==> src/rtl/io_channel_loader_if.sv <==
// ----------------------------------------------------------------------------
// io_channel_loader_if
// Bundles the serial input, read-select bus and status outputs of the
// io_channel_loader so the top level can pass them as a single port.
//
// Signals
//   rx_serial    UART line into the loader, idle high
//   sel_read     channel read select
//   data_read    selected channel word (0 when sel_read is out of range)
//   ch_data      all channel words, channel k at [k*DATA_W +: DATA_W]
//   frame_valid  1-cycle pulse, a channel was updated
//   frame_err    1-cycle pulse, a frame was discarded
//   err_count    saturating count of discarded frames
//
// Modports
//   master  host side: drives rx_serial and sel_read, observes the rest
//   slave   loader side
// ----------------------------------------------------------------------------
interface io_channel_loader_if #(
    parameter int NUM_CH = 7,
    parameter int DATA_W = 15,
    parameter int SEL_W  = 5
);
    logic                     rx_serial;
    logic [SEL_W-1:0]         sel_read;
    logic [DATA_W-1:0]        data_read;
    logic [NUM_CH*DATA_W-1:0] ch_data;
    logic                     frame_valid;
    logic                     frame_err;
    logic [7:0]               err_count;

    modport master (
        output rx_serial, sel_read,
        input  data_read, ch_data, frame_valid, frame_err, err_count
    );

    modport slave (
        input  rx_serial, sel_read,
        output data_read, ch_data, frame_valid, frame_err, err_count
    );
endinterface

==> src/rtl/io_channel_loader.sv <==
// ----------------------------------------------------------------------------
// io_channel_loader
// Serial-fed bank of AGC input channels. 8N1 UART bytes arriving on
// bus.rx_serial are assembled into frames:
//   byte0          channel index (must be < NUM_CH)
//   NB data bytes  channel word, big-endian, NB = ceil(DATA_W/8); unused top
//                  bits of the first data byte are ignored
//   [checksum]     XOR of all preceding frame bytes (IO_LOADER_CHECKSUM_EN)
// A complete frame writes its channel register; a bad channel index, a UART
// framing error, an over-long idle gap inside a frame, or a checksum mismatch
// discards the frame and bumps a saturating error counter.
//
// Build option
//   IO_LOADER_CHECKSUM_EN  defined: trailing checksum byte required.
//                          undefined: no checksum byte.
//
// Ports
//   clock  system clock, all logic on posedge
//   reset  asynchronous, active-high
//   bus    io_channel_loader_if.slave (rx_serial, sel_read in; data_read,
//          ch_data, frame_valid, frame_err, err_count out)
// ----------------------------------------------------------------------------
module io_channel_loader #(
    parameter int              NUM_CH       = 7,
    parameter int              DATA_W       = 15,
    parameter int              SEL_W        = 5,
    parameter int              CLKS_PER_BIT = 434,
    parameter int              TIMEOUT_CLKS = 20 * CLKS_PER_BIT,
    parameter logic [DATA_W-1:0] RESET_VAL  = '0
) (
    input logic               clock,
    input logic               reset,
    io_channel_loader_if.slave bus
);
    localparam int NB    = (DATA_W + 7) / 8;
    localparam int ACC_W = NB * 8;
    localparam int CNT_W = $clog2(CLKS_PER_BIT);
    localparam int BC_W  = $clog2(NB + 1);
    localparam int TO_W  = $clog2(TIMEOUT_CLKS + 1);

    localparam logic [CNT_W-1:0] HALF_M1 = CNT_W'(CLKS_PER_BIT / 2 - 1);
    localparam logic [CNT_W-1:0] FULL_M1 = CNT_W'(CLKS_PER_BIT - 1);
    localparam logic [BC_W-1:0]  LAST_DB = BC_W'(NB - 1);
    localparam logic [TO_W-1:0]  TO_MAX  = TO_W'(TIMEOUT_CLKS);

    typedef enum logic [1:0] {R_IDLE, R_START, R_DATA, R_STOP} rx_state_t;
    typedef enum logic [1:0] {F_CH, F_DATA, F_CSUM}            frame_state_t;

    // ---------------- rx synchroniser ----------------
    logic sync1, rx_s;

    // NOTE: every clocked register uses <= so all flops update from pre-edge values.
    always_ff @(posedge clock or posedge reset) begin
        if (reset) begin
            sync1 <= 1'b1;
            rx_s  <= 1'b1;
        end else begin
            sync1 <= bus.rx_serial;
            rx_s  <= sync1;
        end
    end

    // ---------------- byte receiver ----------------
    rx_state_t        rx_state, rx_state_n;
    logic [CNT_W-1:0] clk_cnt, clk_cnt_n;
    logic [2:0]       bit_idx, bit_idx_n;
    logic [7:0]       rx_byte, rx_byte_n;
    logic             byte_stb, byte_stb_n;
    logic             rx_ferr, rx_ferr_n;

    always_ff @(posedge clock or posedge reset) begin
        if (reset) begin
            rx_state <= R_IDLE;
            clk_cnt  <= '0;
            bit_idx  <= '0;
            rx_byte  <= '0;
            byte_stb <= 1'b0;
            rx_ferr  <= 1'b0;
        end else begin
            rx_state <= rx_state_n;
            clk_cnt  <= clk_cnt_n;
            bit_idx  <= bit_idx_n;
            rx_byte  <= rx_byte_n;
            byte_stb <= byte_stb_n;
            rx_ferr  <= rx_ferr_n;
        end
    end

    // NOTE: every output of a combinational block gets a default first, so no latch is inferred.
    always_comb begin
        rx_state_n = rx_state;
        clk_cnt_n  = clk_cnt + 1'b1;
        bit_idx_n  = bit_idx;
        rx_byte_n  = rx_byte;
        byte_stb_n = 1'b0;
        rx_ferr_n  = 1'b0;
        case (rx_state)
            R_IDLE: begin
                clk_cnt_n = '0;
                if (!rx_s) rx_state_n = R_START;
            end
            R_START: begin
                // Re-check the start bit at mid-bit; a short low pulse is a glitch.
                if (clk_cnt == HALF_M1) begin
                    clk_cnt_n  = '0;
                    bit_idx_n  = '0;
                    rx_state_n = rx_s ? R_IDLE : R_DATA;
                end
            end
            R_DATA: begin
                if (clk_cnt == FULL_M1) begin
                    clk_cnt_n = '0;
                    rx_byte_n = {rx_s, rx_byte[7:1]};   // LSB arrives first
                    bit_idx_n = bit_idx + 1'b1;
                    if (bit_idx == 3'd7) rx_state_n = R_STOP;
                end
            end
            R_STOP: begin
                if (clk_cnt == FULL_M1) begin
                    clk_cnt_n  = '0;
                    rx_state_n = R_IDLE;
                    byte_stb_n = rx_s;
                    rx_ferr_n  = !rx_s;
                end
            end
            default: rx_state_n = R_IDLE;
        endcase
    end

    // ---------------- frame parser ----------------
    frame_state_t     f_state, f_state_n;
    logic [SEL_W-1:0] ch_idx, ch_idx_n;
    logic [ACC_W-1:0] data_acc, data_acc_n;
    logic [7:0]       csum, csum_n;
    logic [BC_W-1:0]  nbyte, nbyte_n;
    logic [TO_W-1:0]  tcnt, tcnt_n;
    logic             commit, discard;

    logic [DATA_W-1:0] ch_reg [NUM_CH];
    logic              frame_valid_q, frame_err_q;
    logic [7:0]        err_count_q;

    always_comb begin
        f_state_n  = f_state;
        ch_idx_n   = ch_idx;
        data_acc_n = data_acc;
        csum_n     = csum;
        nbyte_n    = nbyte;
        tcnt_n     = tcnt;
        commit     = 1'b0;
        discard    = 1'b0;

        // Inter-byte idle gap: counts only while a frame is open and the line is idle.
        if (f_state != F_CH && rx_state == R_IDLE) tcnt_n = tcnt + 1'b1;

        if (rx_ferr) begin
            discard = 1'b1;
        end else if (byte_stb) begin
            tcnt_n = '0;
            case (f_state)
                F_CH: begin
                    if (int'(rx_byte) >= NUM_CH) begin
                        discard = 1'b1;
                    end else begin
                        ch_idx_n   = SEL_W'(rx_byte);
                        csum_n     = rx_byte;
                        data_acc_n = '0;
                        nbyte_n    = '0;
                        f_state_n  = F_DATA;
                    end
                end
                F_DATA: begin
                    data_acc_n = (data_acc << 8) | ACC_W'(rx_byte);
                    csum_n     = csum ^ rx_byte;
                    nbyte_n    = nbyte + 1'b1;
                    if (nbyte == LAST_DB) begin
`ifdef IO_LOADER_CHECKSUM_EN
                        f_state_n = F_CSUM;
`else
                        commit = 1'b1;
`endif
                    end
                end
                F_CSUM: begin
                    if (rx_byte == csum) commit  = 1'b1;
                    else                 discard = 1'b1;
                end
                default: discard = 1'b1;
            endcase
        end else if (f_state != F_CH && rx_state == R_IDLE && tcnt == TO_MAX) begin
            discard = 1'b1;
        end

        if (commit || discard) begin
            f_state_n = F_CH;
            tcnt_n    = '0;
        end
    end

    always_ff @(posedge clock or posedge reset) begin
        if (reset) begin
            f_state       <= F_CH;
            ch_idx        <= '0;
            data_acc      <= '0;
            csum          <= '0;
            nbyte         <= '0;
            tcnt          <= '0;
            frame_valid_q <= 1'b0;
            frame_err_q   <= 1'b0;
            err_count_q   <= '0;
            // NOTE: the channel bank is a handful of flops with a defined power-up value, so it is reset like any other register.
            for (int k = 0; k < NUM_CH; k++) ch_reg[k] <= RESET_VAL;
        end else begin
            f_state       <= f_state_n;
            ch_idx        <= ch_idx_n;
            data_acc      <= data_acc_n;
            csum          <= csum_n;
            nbyte         <= nbyte_n;
            tcnt          <= tcnt_n;
            frame_valid_q <= commit;
            frame_err_q   <= discard;
            if (discard && err_count_q != 8'hFF) err_count_q <= err_count_q + 1'b1;
            for (int k = 0; k < NUM_CH; k++) begin
                if (commit && ch_idx == SEL_W'(k)) ch_reg[k] <= data_acc_n[DATA_W-1:0];
            end
        end
    end

    // ---------------- outputs ----------------
    always_comb begin
        bus.data_read = '0;
        for (int k = 0; k < NUM_CH; k++) begin
            if (bus.sel_read == SEL_W'(k)) bus.data_read = ch_reg[k];
        end
    end

    for (genvar k = 0; k < NUM_CH; k++) begin : g_ch
        assign bus.ch_data[k*DATA_W +: DATA_W] = ch_reg[k];
    end

    assign bus.frame_valid = frame_valid_q;
    assign bus.frame_err   = frame_err_q;
    assign bus.err_count   = err_count_q;
endmodule

==> src/flat_wrapper.sv <==
// flat-port wrapper written by rule: the top's interface ports become plain ports
module io_channel_loader_flat 
#(
    parameter int              NUM_CH       = 7,
    parameter int              DATA_W       = 15,
    parameter int              SEL_W        = 5,
    parameter int              CLKS_PER_BIT = 434,
    parameter int              TIMEOUT_CLKS = 20 * CLKS_PER_BIT,
    parameter logic [DATA_W-1:0] RESET_VAL  = '0
)
  (clock, reset, bus_rx_serial, bus_sel_read, bus_data_read, bus_ch_data, bus_frame_valid, bus_frame_err, bus_err_count);
  io_channel_loader_if #(.NUM_CH(NUM_CH), .DATA_W(DATA_W), .SEL_W(SEL_W)) bus_i ();
  input logic clock;
  input logic reset;
  input wire logic [$bits(bus_i.rx_serial)-1:0] bus_rx_serial;
  input wire logic [$bits(bus_i.sel_read)-1:0] bus_sel_read;
  output wire logic [$bits(bus_i.data_read)-1:0] bus_data_read;
  output wire logic [$bits(bus_i.ch_data)-1:0] bus_ch_data;
  output wire logic [$bits(bus_i.frame_valid)-1:0] bus_frame_valid;
  output wire logic [$bits(bus_i.frame_err)-1:0] bus_frame_err;
  output wire logic [$bits(bus_i.err_count)-1:0] bus_err_count;
  assign bus_i.rx_serial = bus_rx_serial;
  assign bus_i.sel_read = bus_sel_read;
  assign bus_data_read = bus_i.data_read;
  assign bus_ch_data = bus_i.ch_data;
  assign bus_frame_valid = bus_i.frame_valid;
  assign bus_frame_err = bus_i.frame_err;
  assign bus_err_count = bus_i.err_count;
  io_channel_loader #(.NUM_CH(NUM_CH), .DATA_W(DATA_W), .SEL_W(SEL_W), .CLKS_PER_BIT(CLKS_PER_BIT), .TIMEOUT_CLKS(TIMEOUT_CLKS), .RESET_VAL(RESET_VAL)) u_core (.clock(clock), .reset(reset), .bus(bus_i));
endmodule
==> config.mk <==
export PLATFORM = sky130hd
export DESIGN_NAME = io_channel_loader_flat
export DESIGN_NICKNAME = d
export VERILOG_FILES = /design/src/rtl/io_channel_loader_if.sv /design/src/rtl/io_channel_loader.sv /design/src/flat_wrapper.sv
export SDC_FILE = /design/constraint.sdc
export NUM_CORES = 1
export LEC_CHECK = 0
export ABC_AREA = 0
export CAP_MARGIN = 20
export CORE_MARGIN = 4
export CORE_UTILIZATION = 25
export DETAILED_ROUTE_END_ITERATION = 12
export GPL_TIMING_DRIVEN = 0
export PLACE_DENSITY = 0.47
export SYNTH_ARGS = -nofsm -noshare
export SYNTH_HDL_FRONTEND = slang
export SYNTH_SLANG_ARGS = --single-unit
==> constraint.sdc <==
create_clock -name clock -period 7.2 [get_ports clock]
set_clock_uncertainty 0.15 [all_clocks]
set_input_delay 1.08 -clock clock [delete_from_list [all_inputs] [get_ports clock]]
set_output_delay 1.08 -clock clock [all_outputs]
set_load 0.02 [all_outputs]
==> results.md, run 1 <==
• 31.07% — area added between synthesis and finish
• 4.612 — via-per-instance ratio
• 9.563 sq um — average instance area after synthesis
• primary input — startpoint types
• 0 — number of synthesis warnings
• 0.8435 — routability-driven placement congestion ratio
• 1007 — nets@finish
• 31560 sq um — CORE AREA
• sky130_fd_sc_hd__clkbuf_16 — root buffer cell
• 5970 ps — required time at the endpoint of the critical path
• 18.84 mm — detailed placement HPWL
• 8 — number of logic stages on the critical path including buffering
• 94 — largest net degree at the start of global routing
• 454 — number of design-rule violations left by the first detailed-router iteration
• finished clean — status
• 5070 ps — crit path time final
• 4.575 nW — P_leak
• 178 — Synth Register Bits
• 0.1444 — gr usage total
• 0 — setup-violating endpoint count in the final report
• 0 — post-CTS sizing
• 0.1617 mV — Max VDD drop
• 430 ps — clk_lat worst skew
• 138 — number of top-level pins
• 10 — largest fanout on the critical path
• 3293 — layout filler cell count
• 186.7 um — Die Height
• 186.7 um — width of the die
• 3840 ps — CP Data Arrival Time
• 0 — number of synthesized flops with an enable pin
• flop to flop — path category of the worst min-delay check
• 0 — hold buffer count at CTS
• 56 — library cells used by synthesis
• 0.3317 — final core area utilization
• 70 ps — post-CTS clock slew at the launch and capture registers of the worst setup and hold paths
• 17.64 um — wire length per cell
• 0.2540 — share of total power consumed by net switching
• 24.78 mm — wirelength, routed
• done — TritonCTS clock tree
• sky130_fd_sc_hd__clkdlybuf4s50_1 — Crit path top cell by count
• 0 — antenna violations before repair
• 0 — post-CTS setup buffers
• 0.2531 — Starting Density
• 0.4234 — Slew HR
• primary output — category of the worst setup path capture point
• primary input to primary output — critical setup path kind
• 65 — row count
• 0 — worst hold path stage count
• 0 — count of antenna-violating nets left after detailed routing
• 0.5581 — sequential area share after synthesis
• buffers and inverters — Worst path top cell family by delay
• 835 — Post-Syn Instances
• 17 — total clock buffers created by CTS
• 2 — buffer depth of the longest clock path
• 600 ps — worst stage delay on the critical path
• 0.028 — combinational share of power
• 852 — Mapped Nets
• 178 — # clock sinks
• 135 — count of buffers from port buffering
• 6619 — number of global-route vias before repair
• 0 — number of violations of the max-capacitance limit
• 6480 — via count
• 1.484 mW — Pint
• no — RSZ-0062 raised after global routing
• 4 — number of optimization iterations in the first detailed-route pass
• 40.27 mm — first-pass GRT wire length
• 4 — CTS H-tree lvls
• 0.503 — Seq pwr share
• 190.1 nW/um^2 — power per unit of standard cell area
• 0 — count of pins over their slew limit
• sky130_fd_sc_hd__clkdlybuf4s50_1 — cell with the largest stage delay on the worst path
• 197.3 MHz — highest clock rate
• 0 — # diodes
• 861.7 ps — transition time of the tightest slew-check pin
• 0 — DRC errors left
• 0.08175 — ratio of cells with drive above 1 in the final layout
• 0.5053 mW — P_sw
• 34860 sq um — Die Area
• 0.469 — clock network fraction of design power
• 1.000 — proportion of register bits with asynchronous set or reset after synthesis
• 0 — grt ovf
• 0.7041 — Period Utilization, post-route
• 0 — final count of hold timing violations
• 9874 sq um — instance area after placement
• 10470 sq um — fin area
• sky130_fd_sc_hd__dfrtp_1 — most instantiated flip-flop cell in the synthesis netlist
• 7985 sq um — cell area after synthesis
• 3 — buffers plus inverters on the worst setup path
• 7 — R2R depth
• clkdlybuf4s50_1 > nor2b_1 > clkbuf_1 > a22oi_1 > o221ai_1 > o211ai_1 > nand2_1 > clkdlybuf4s50_1 — cell-by-cell listing of the critical path
## path summary, 6_finish.rpt
kind | from | endpoint | slack [ps]
worst max-delay path | bus_sel_read[1] | bus_data_read[14] | 2130
worst min-delay path | u_core.sync1$_DFF_PP1_ | u_core.rx_s$_DFF_PP1_ | 210
worst max register to register | u_core.rx_byte[7]$_DFFE_PP0P_ | u_core.bus.ch_data[51]$_DFFE_PP0P_ | 4660
worst min register to register | u_core.sync1$_DFF_PP1_ | u_core.rx_s$_DFF_PP1_ | 210
max in group asynchronous | reset | u_core.bus.ch_data[29]$_DFFE_PP0P_ | 5010
min in group asynchronous | reset | u_core.tcnt[7]$_DFF_PP0_ | 990
## layer usage
layer	part of all wire	track usage	vias to the layer above
li1	-	-	3154
met1	0.47	0.1968	3147
met2	0.47	0.2376	156
met3	0.044	0.02974	23
met4	0.014	0.03413	0
met5	0	0	-
## worst reg2reg max path, cell delays in order, from the launching register on
cell                      delay [ps]
sky130_fd_sc_hd__dfrtp_1         430
sky130_fd_sc_hd__nor4_1          410
sky130_fd_sc_hd__and4_1          230
sky130_fd_sc_hd__buf_2           240
sky130_fd_sc_hd__buf_2           270
sky130_fd_sc_hd__nor2_1           80
sky130_fd_sc_hd__a21oi_2         400
sky130_fd_sc_hd__o21ai_0         190
## per-stage QoR
stage	power (mW)	instances	hold WS [ps]	setup TNS [ps]	setup slack [ps]
after floorplan	1.054	835	195.2	0	1143
after CTS	2.018	1405	210.3	0	2064
final	1.990	1405	210.2	0	2130
after global placement	1.077	1372	195.9	-297220	-1707
after detailed placement	1.079	1373	199.6	0	2093
after global routing	2.067	1405	213.2	0	1903
## cells by family after synthesis
kind of cell             count (synthesis)  synth area share
AO/OA/AOI/OAI                          199            0.1399
XOR/XNOR                                24           0.02632
AND/OR/NAND/NOR                        327            0.1891
flip-flops                             178            0.5581
buffers and inverters                   73           0.03776
adder cells (fa/ha/maj)                  9           0.01410
multiplexers                            25           0.03463
## sequential cells by signal (all words and copies together), names as in the netlist, 2 cells and up, named ones only
name,count
u_core.clk_cnt,9
u_core.tcnt,14
u_core.data_acc,15
u_core.nbyte,2
u_core.bus.ch_data,105
u_core.rx_byte,8
u_core.ch_idx,5
u_core.bus.err_count,8
u_core.bit_idx,3
## cell type report
type | instances | area, sq um | share of cell area
clock buffer | 18 | 429.2 | 0.04100
inverter | 29 | 116.4 | 0.01112
tap | 402 | 503.0 | 0.04806
timing repair buffer | 136 | 1379 | 0.1317
sequential | 178 | 4457 | 0.4258
buffer | 44 | 192.7 | 0.01841
clock inverter | 14 | 162.7 | 0.01554
multi-input combinational | 584 | 3227 | 0.3083
## power groups by stage
stage                     logic [mW]  clock network (mW)  registers, mW
after global routing          0.0643                1.00           1.00
after CTS                     0.0587               0.959           1.00
after detailed placement      0.0585                   0           1.02
after global placement        0.0559                   0           1.02
final                         0.0559               0.933           1.00
after floorplan               0.0339                   0           1.02
## layout by cell type (no fill, tap or decap), drive strengths merged, types with 3 or more instances in the layout
master,n
a31oi,6
nand4,6
nor4b,3
a221oi,10
nor3b,5
buf,14
nor2b,9
nor2,96
a21oi,37
nand3,18
clkbuf,49
nand3b,3
xnor2,10
ha,9
nand4b,4
mux2,11
o21ai,132
a22oi,3
and3,10
dfrtp,176
clkinv,6
or3,4
o22ai,3
and2,4
xor2,14
inv,37
nor3,4
and3b,3
clkdlybuf4s50,135
nand2,150
mux2i,13
## cell usage after synthesis (3+ instances only)
master	number	area (sq um)
sky130_fd_sc_hd__or3_1	3	18.77
sky130_fd_sc_hd__nor2_1	96	360.4
sky130_fd_sc_hd__nor3_1	4	20.02
sky130_fd_sc_hd__nand4_1	6	37.54
sky130_fd_sc_hd__a21oi_1	27	135.1
sky130_fd_sc_hd__nand4b_1	4	35.03
sky130_fd_sc_hd__nand3_1	17	85.08
sky130_fd_sc_hd__clkbuf_1	30	112.6
sky130_fd_sc_hd__a31oi_1	6	37.54
sky130_fd_sc_hd__nor3b_1	4	30.03
sky130_fd_sc_hd__and3_1	9	56.30
sky130_fd_sc_hd__ha_1	9	112.6
sky130_fd_sc_hd__xor2_1	14	122.6
sky130_fd_sc_hd__a21oi_2	10	87.58
sky130_fd_sc_hd__buf_2	11	55.05
sky130_fd_sc_hd__nand2_1	150	563.0
sky130_fd_sc_hd__a22oi_1	3	22.52
sky130_fd_sc_hd__dfrtp_1	176	4404
sky130_fd_sc_hd__and2_1	3	18.77
sky130_fd_sc_hd__mux2i_1	13	130.1
sky130_fd_sc_hd__xnor2_1	10	87.58
sky130_fd_sc_hd__inv_1	29	108.9
sky130_fd_sc_hd__and3b_1	3	26.28
sky130_fd_sc_hd__nor2b_1	9	56.30
sky130_fd_sc_hd__mux2_2	11	123.9
sky130_fd_sc_hd__o22ai_1	3	18.77
sky130_fd_sc_hd__a221oi_1	10	87.58
sky130_fd_sc_hd__o21ai_0	131	655.6
(Power assumes the default switching activity.)
==> run 2: changes to the inputs <==
PLACE_DENSITY = 0.48   (was 0.47)
clock period = 4.45 ns   (was 7.2 ns; I/O delays follow)
==> run 2 against run 1 <==
Net effect:
- sequential share of layout area is 0.33 points lower
- count of clock-buffer cells in the layout is the same
- routed wire length about the same
- first-iteration DRC count fell by 5.7%
- critical path depth is the same
- critical endpoint is now bus_data_read[10]
- largest cell class unchanged
==> results.md, run 2 (synthesis results as in run 1) <==
• 34860 sq um — Die Area, unchanged
• 10 — largest fanout on the critical path, unchanged
• 872.9 ps — transition time of the tightest slew-check pin, +11.14 ps
• 430 ps — clk_lat worst skew, about the same
• 0 — count of antenna-violating nets left after detailed routing, unchanged
• 2 — buffer depth of the longest clock path, unchanged
• 32.09% — area added between synthesis and finish
• sky130_fd_sc_hd__clkbuf_16 — root buffer cell
• 428 — number of design-rule violations left by the first detailed-router iteration, -5.7%
• 17 — total clock buffers created by CTS, unchanged
• 0 — number of violations of the max-capacitance limit, unchanged
• 0 — DRC errors left, unchanged
• 70 ps — post-CTS clock slew at the launch and capture registers of the worst setup and hold paths, about the same
• 0.9422 — Period Utilization, post-route
• 65 — row count, unchanged
• 17.60 um — wire length per cell, -0.23%
• 105 — Largest register FFs, unchanged
• 0.08648 — ratio of cells with drive above 1 in the final layout, +0.004726
• 0 — hold buffer count at CTS, unchanged
• 308.9 nW/um^2 — power per unit of standard cell area, +62%
• 4193 ps — crit path time final
• 1408 — final non-filler cell total, +0.21%
• 4457 sq um — sequential standard cell area, unchanged
• 0 ps — post-route setup TNS, unchanged
• 1920 ps — minimum setup slack among reg-to-reg paths, -2740 ps
• 0 — grt ovf, unchanged
• 0.497 — Seq pwr share, -0.006
• 0.474 — clock network fraction of design power, +0.005
• 41 — largest net degree at the start of global routing, -56%
• primary output — category of the worst setup path capture point
• 4 — CTS H-tree lvls, unchanged
• 3229 sq um — multi-input combinational cell area, about the same
• 0.030 — combinational share of power, +0.002
• 0.8161 — routability-driven placement congestion ratio, -3.2%
• 135 — count of buffers from port buffering, unchanged
• 0.8312 mW — P_sw, +64%
• 178 — # clock sinks, unchanged
• u_core.sync1$_DFF_PP1_ — worst hold path startpoint
• 2.427 mW — Pint, +63%
• 238.5 MHz — highest clock rate
• 0 — worst hold path stage count, unchanged
• 0.2531 — Starting Density, unchanged
• 0.4159 — Slew HR, -0.007455
• done — TritonCTS clock tree
• 6548 — via count, +1.0%
• 6641 — number of global-route vias before repair, +0.33%
• 3380 ps — CP Data Arrival Time, -460 ps
• 18.99 mm — detailed placement HPWL, +0.81%
• 39.88 mm — first-pass GRT wire length, -0.98%
• 7 — R2R depth, unchanged
• 186.7 um — width of the die, unchanged
• 0.2551 — share of total power consumed by net switching, +0.001177
• 0 — antenna violations before repair, unchanged
• 186.7 um — Die Height, unchanged
• 0 — setup-violating endpoint count in the final report, unchanged
• 31560 sq um — CORE AREA, unchanged
• 0 — final count of hold timing violations, unchanged
• 1376 — # placed instances, +0.22%
• u_core.rx_s$_DFF_PP1_ — worst hold endpoint
• 0 — count of pins over their slew limit, unchanged
• 24.78 mm — wirelength, routed, about the same
• no — RSZ-0062 raised after global routing
• 0 — post-CTS setup buffers, unchanged
• flop to flop — path category of the worst min-delay check
• 0.2447 mV — Max VDD drop, +51%
• 4.651 — via-per-instance ratio, +0.83%
• primary input to primary output — critical setup path kind
• 0.1430 — gr usage total, -0.001402
• 1010 — nets@finish, +0.30%
• 210.9 ps — final worst hold slack, +0.6820 ps
• finished clean — status
• u_core.bus.ch_data[31]$_DFFE_PP0P_ — end of the worst register-to-register path
• sky130_fd_sc_hd__dfrtp_1, sky130_fd_sc_hd__nand2_1, sky130_fd_sc_hd__clkdlybuf4s50_1 — commonest non-fill, non-tap cells in the layout
• primary input — startpoint types
• 0 — # diodes, unchanged
• 3630 ps — required time at the endpoint of the critical path, -2340 ps
• 138 — number of top-level pins, unchanged
• 3.258 mW — total power draw, +64%
• sky130_fd_sc_hd__dfrtp_1 — most common cell after layout, fill and taps aside
• 4.605 nW — P_leak, +0.66%
• u_core.rx_byte[7]$_DFFE_PP0P_ — critical register-to-register path startpoint
• 4 — number of optimization iterations in the first detailed-route pass, unchanged
• 3284 — layout filler cell count, -0.27%
run 2: changes by cell type in the layout (fill, tap and decap cells not counted), sizes merged:
cell / before / now
clkinvlp: 0 / 1
clkinv: 6 / 8
inv: 37 / 34
buf: 14 / 17
run 2: area by class of cell:
class,count,share of cell area
inverters,29,0.01068
multi-input cells,584,0.3062
clock inverters,14,0.01732
clock buffers,18,0.04164
plain buffers,44,0.01827
well taps,402,0.04769
repair buffers,139,0.1357
flip-flops and latches,178,0.4225
run 2: metal layers:
metal  part of all wire  GRT usage  vias up
met5                  0          0        -
li1                   -          -     3168
met3              0.049    0.03012       26
met1               0.47     0.1941     3187
met2               0.47     0.2339      167
met4              0.014    0.03754        0
run 2: metrics by stage:
stage	worst slack, ps	area, sq um	util
global placement	-330.1	9843	0.3119
detailed placement	172.2	9923	0.3145
global route	131.5	10550	0.3343
CTS	145.7	10550	0.3342
floorplan	1354	7989	-
finish	257.3	10550	0.3343
run 2: critical path: stages:
cell                              delay [ps]
sky130_fd_sc_hd__clkdlybuf4s50_1         560
sky130_fd_sc_hd__buf_2                   390
sky130_fd_sc_hd__buf_2                   370
sky130_fd_sc_hd__mux2i_1                 330
sky130_fd_sc_hd__nor2_1                   70
sky130_fd_sc_hd__a221oi_1                330
sky130_fd_sc_hd__o21ai_1                 100
sky130_fd_sc_hd__clkdlybuf4s50_1         550
run 2: power groups by stage:
stage	combinational (mW)	clock, mW	sequential [mW]
floorplan	0.0551	0	1.65
global placement	0.0908	0	1.65
detailed placement	0.0995	0	1.65
CTS	0.0996	1.59	1.62
global route	0.109	1.66	1.62
finish	0.0966	1.54	1.62
run 2: repair_timing:
item                                    4_1_cts  5_1_grt
endpoints found under the setup margin        0        3
hold endpoints to repair                      0        0
gates resized for setup                       0        1
run 2: worst max path at each step:
stage / start / to / slack [ps] / cells past startpoint
6_report: bus_sel_read[1] / bus_data_read[10] / 260 / 8
5_1_grt: bus_sel_read[1] / bus_data_read[6] / 130 / 8
4_1_cts: bus_sel_read[1] / bus_data_read[14] / 150 / 8
3_5_place_dp: bus_sel_read[1] / bus_data_read[14] / 170 / 8
3_3_place_gp: reset / u_core.bus.ch_data[75]$_DFFE_PP0P_ / -330 / 2
2_1_floorplan: reset / asynchronous set/reset pin / 1350 / 1
==> run 3: changes to the inputs <==
REMOVE_ABC_BUFFERS = 1   (was not set)
==> run 3 against run 2 <==
Net effect:
- combinational power down 2%
- maximum frequency decreased by 2.2%
- non-clock buffer count shrank 36
- clock power increased by 3%
- count of clock-buffer cells in the layout shrank 1
- critical path depth decreased by 2
==> results.md, run 3 (synthesis results as in run 1) <==
• finished clean — status
• 105 — Largest register FFs, unchanged
• 0.2155 — fraction of met2 tracks used by global routing, -0.01839
• 0.8329 mW — P_sw, +0.21%
• 186.7 um — Die Height, unchanged
• 16.96 um — wire length per cell, -3.6%
• bus_sel_read[2] — Critical path origin
• 4 — CTS H-tree lvls, unchanged
• 3266 sq um — multi-input combinational cell area, +1.1%
• 0.3832 — Slew HR, -0.03273
• 36.81 mm — first-pass GRT wire length, -7.7%
• 70 ps — post-CTS clock slew at the launch and capture registers of the worst setup and hold paths, about the same
• 2.457 mW — Pint, +1.2%
• 233.3 MHz — highest clock rate, -2.2%
• 0 — DRC errors left, unchanged
• sky130_fd_sc_hd__clkbuf_16 — root buffer cell
• 4.544 — via-per-instance ratio, -2.3%
• 0 — number of violations of the max-capacitance limit, unchanged
• 34860 sq um — Die Area, unchanged
• 137 — count of buffers from port buffering, +1.5%
• 4.575 nW — P_leak, -0.65%
• sky130_fd_sc_hd__dfrtp_1 — most common cell after layout, fill and taps aside
• 0.479 — clock network fraction of design power, +0.005
• 6113 — number of global-route vias before repair, -8.0%
• 3470 ps — CP Data Arrival Time, +90 ps
• 19 — largest fanout on the critical path, +9
• 110 — largest net degree at the start of global routing, +170%
• 0.09072 — ratio of cells with drive above 1 in the final layout, +0.004241
• 178 — # clock sinks, unchanged
• 213.3 ps — final worst hold slack, +2.468 ps
• 0.2531 — Starting Density, unchanged
• 1372 — final non-filler cell total, -2.6%
• 17 — total clock buffers created by CTS, unchanged
• u_core.bus.ch_data[98]$_DFFE_PP0P_ — end of the worst register-to-register path
• done — TritonCTS clock tree
• 0.9632 — Period Utilization, post-route, +0.02105
• 974 — nets@finish, -3.6%
• 0 — worst hold path stage count, unchanged
• 186.7 um — width of the die, unchanged
• 0 ps — post-route setup TNS, unchanged
• 0.1802 — routing usage on met1, -0.01386
• 138 — number of top-level pins, unchanged
• u_core.rx_ferr$_DFF_PP0_ — critical register-to-register path startpoint
• 31560 sq um — CORE AREA, unchanged
• 2 — buffer depth of the longest clock path, unchanged
• 6235 — via count, -4.8%
• 0 — count of pins over their slew limit, unchanged
• 23.28 mm — wirelength, routed, -6.1%
• 0.2082 mV — Max VDD drop, -15%
• 0.02955 — global-route met3 utilization, -0.0005612
• 3241 — layout filler cell count, -1.3%
• 3630 ps — required time at the endpoint of the critical path, about the same
• 0.7207 — routability-driven placement congestion ratio, -12%
• 31.51% — area added between synthesis and finish
• 10500 sq um — fin area, -0.44%
• flop to flop — path category of the worst min-delay check
• 440 ps — clk_lat worst skew, about the same
• 0 — final count of hold timing violations, unchanged
• 0 — count of antenna-violating nets left after detailed routing, unchanged
• 0 — # diodes, unchanged
• 1340 — # placed instances, -2.6%
• 1280 ps — minimum setup slack among reg-to-reg paths, -640 ps
• 680 ps — worst stage delay on the critical path, +120 ps
• 65 — row count, unchanged
• 0.1325 — gr usage total, -0.01049
• 4286 ps — crit path time final, +93.67 ps
• 0.492 — Seq pwr share, -0.005
• clkdlybuf4s15_2 > nor2b_1 > and3b_2 > a221oi_1 > o21ai_0 > clkdlybuf4s50_1 — cell-by-cell listing of the critical path
• 0 — hold buffer count at CTS, unchanged
• no — RSZ-0062 raised after global routing
• 6 — R2R depth, -1
• 4 — number of optimization iterations in the first detailed-route pass, unchanged
• 4457 sq um — sequential standard cell area, unchanged
• 313.3 nW/um^2 — power per unit of standard cell area, +1.4%
• met2 — busiest layer in global routing
• 9859 sq um — instance area after placement, -0.64%
• primary input to primary output — critical setup path kind
• 0 — antenna violations before repair, unchanged
• 0.029 — combinational share of power, about the same
• primary output — category of the worst setup path capture point
• 0.2532 — share of total power consumed by net switching, -0.001947
• 3.290 mW — total power draw, +0.98%
• sky130_fd_sc_hd__dfrtp_1, sky130_fd_sc_hd__nand2_1, sky130_fd_sc_hd__clkdlybuf4s50_1 — commonest non-fill, non-tap cells in the layout
• primary input — startpoint types
• 0 — setup-violating endpoint count in the final report, unchanged
• 16.09 mm — detailed placement HPWL, -15%
• bus_data_read[1] — Critical Path End
• 0 — grt ovf, unchanged
• 920.3 ps — transition time of the tightest slew-check pin, +47.44 ps
• 364 — number of design-rule violations left by the first detailed-router iteration, -15%
• sky130_fd_sc_hd__clkdlybuf4s50_1 — cell with the largest stage delay on the worst path
[run 3: cell types whose count changed in the layout (fill, tap and decap cells not counted), sizes merged]
cell and change:
clkdlybuf4s15 +1, bufinv +1, buf -6, clkbuf -32, inv +2, dlymetal6s2s +1, clkinv -2, clkdlybuf4s50 -1
[run 3: worst min path at each step]
| stage | from | to |
|---|---|---|
| after floorplan | u_core.sync1$_DFF_PP1_ | u_core.rx_s$_DFF_PP1_ |
| after global placement | u_core.sync1$_DFF_PP1_ | u_core.rx_s$_DFF_PP1_ |
| after detailed placement | u_core.sync1$_DFF_PP1_ | u_core.rx_s$_DFF_PP1_ |
| after CTS | u_core.sync1$_DFF_PP1_ | u_core.rx_s$_DFF_PP1_ |
| after global routing | u_core.sync1$_DFF_PP1_ | u_core.rx_s$_DFF_PP1_ |
| final | u_core.sync1$_DFF_PP1_ | u_core.rx_s$_DFF_PP1_ |
[run 3: final cells by class]
class                      instances  area share
inverter                          29     0.01108
sequential                       178      0.4244
multi-input combinational        584      0.3110
clock inverter                    15     0.01835
timing repair buffer             147      0.1468
tap                              402     0.04790
clock buffer                      17     0.04051
[run 3: power by group through the flow]
stage | Clock (mW) | Combinational (mW) | Sequential [mW]
CTS | 1.62 | 0.0974 | 1.62
global route | 1.68 | 0.106 | 1.62
finish | 1.58 | 0.0951 | 1.62
floorplan | 0 | 0.0464 | 1.65
global placement | 0 | 0.0920 | 1.65
detailed placement | 0 | 0.0966 | 1.65
[run 3: worst max-delay path, delay by kind of cell]
kind            cells  cell delay [ps]
simple gates        2             1060
compound gates      2              460
buf+inv             2             1270
[run 3: per-layer routing]
metal	vias up	wire length [um]
li1	3077	-
met1	3000	11120
met2	135	10900
met3	23	907
met4	0	346
met5	-	0
[run 3: timing repair]
item | CTS | global route
endpoints found under the hold margin | 0 | 0
resized for setup | 6 | 4
endpoints found under the setup margin | 15 | 10
setup buffers | 0 | 0
[run 3: through the flow]
stage | setup WS [ps] | utilization
2_1_floorplan | -1194 | -
3_3_place_gp | -4059 | 0.3063
3_5_place_dp | -565.3 | 0.3125
4_1_cts | 7.403 | 0.3324
5_1_grt | 121.7 | 0.3328
6_report | 163.6 | 0.3328
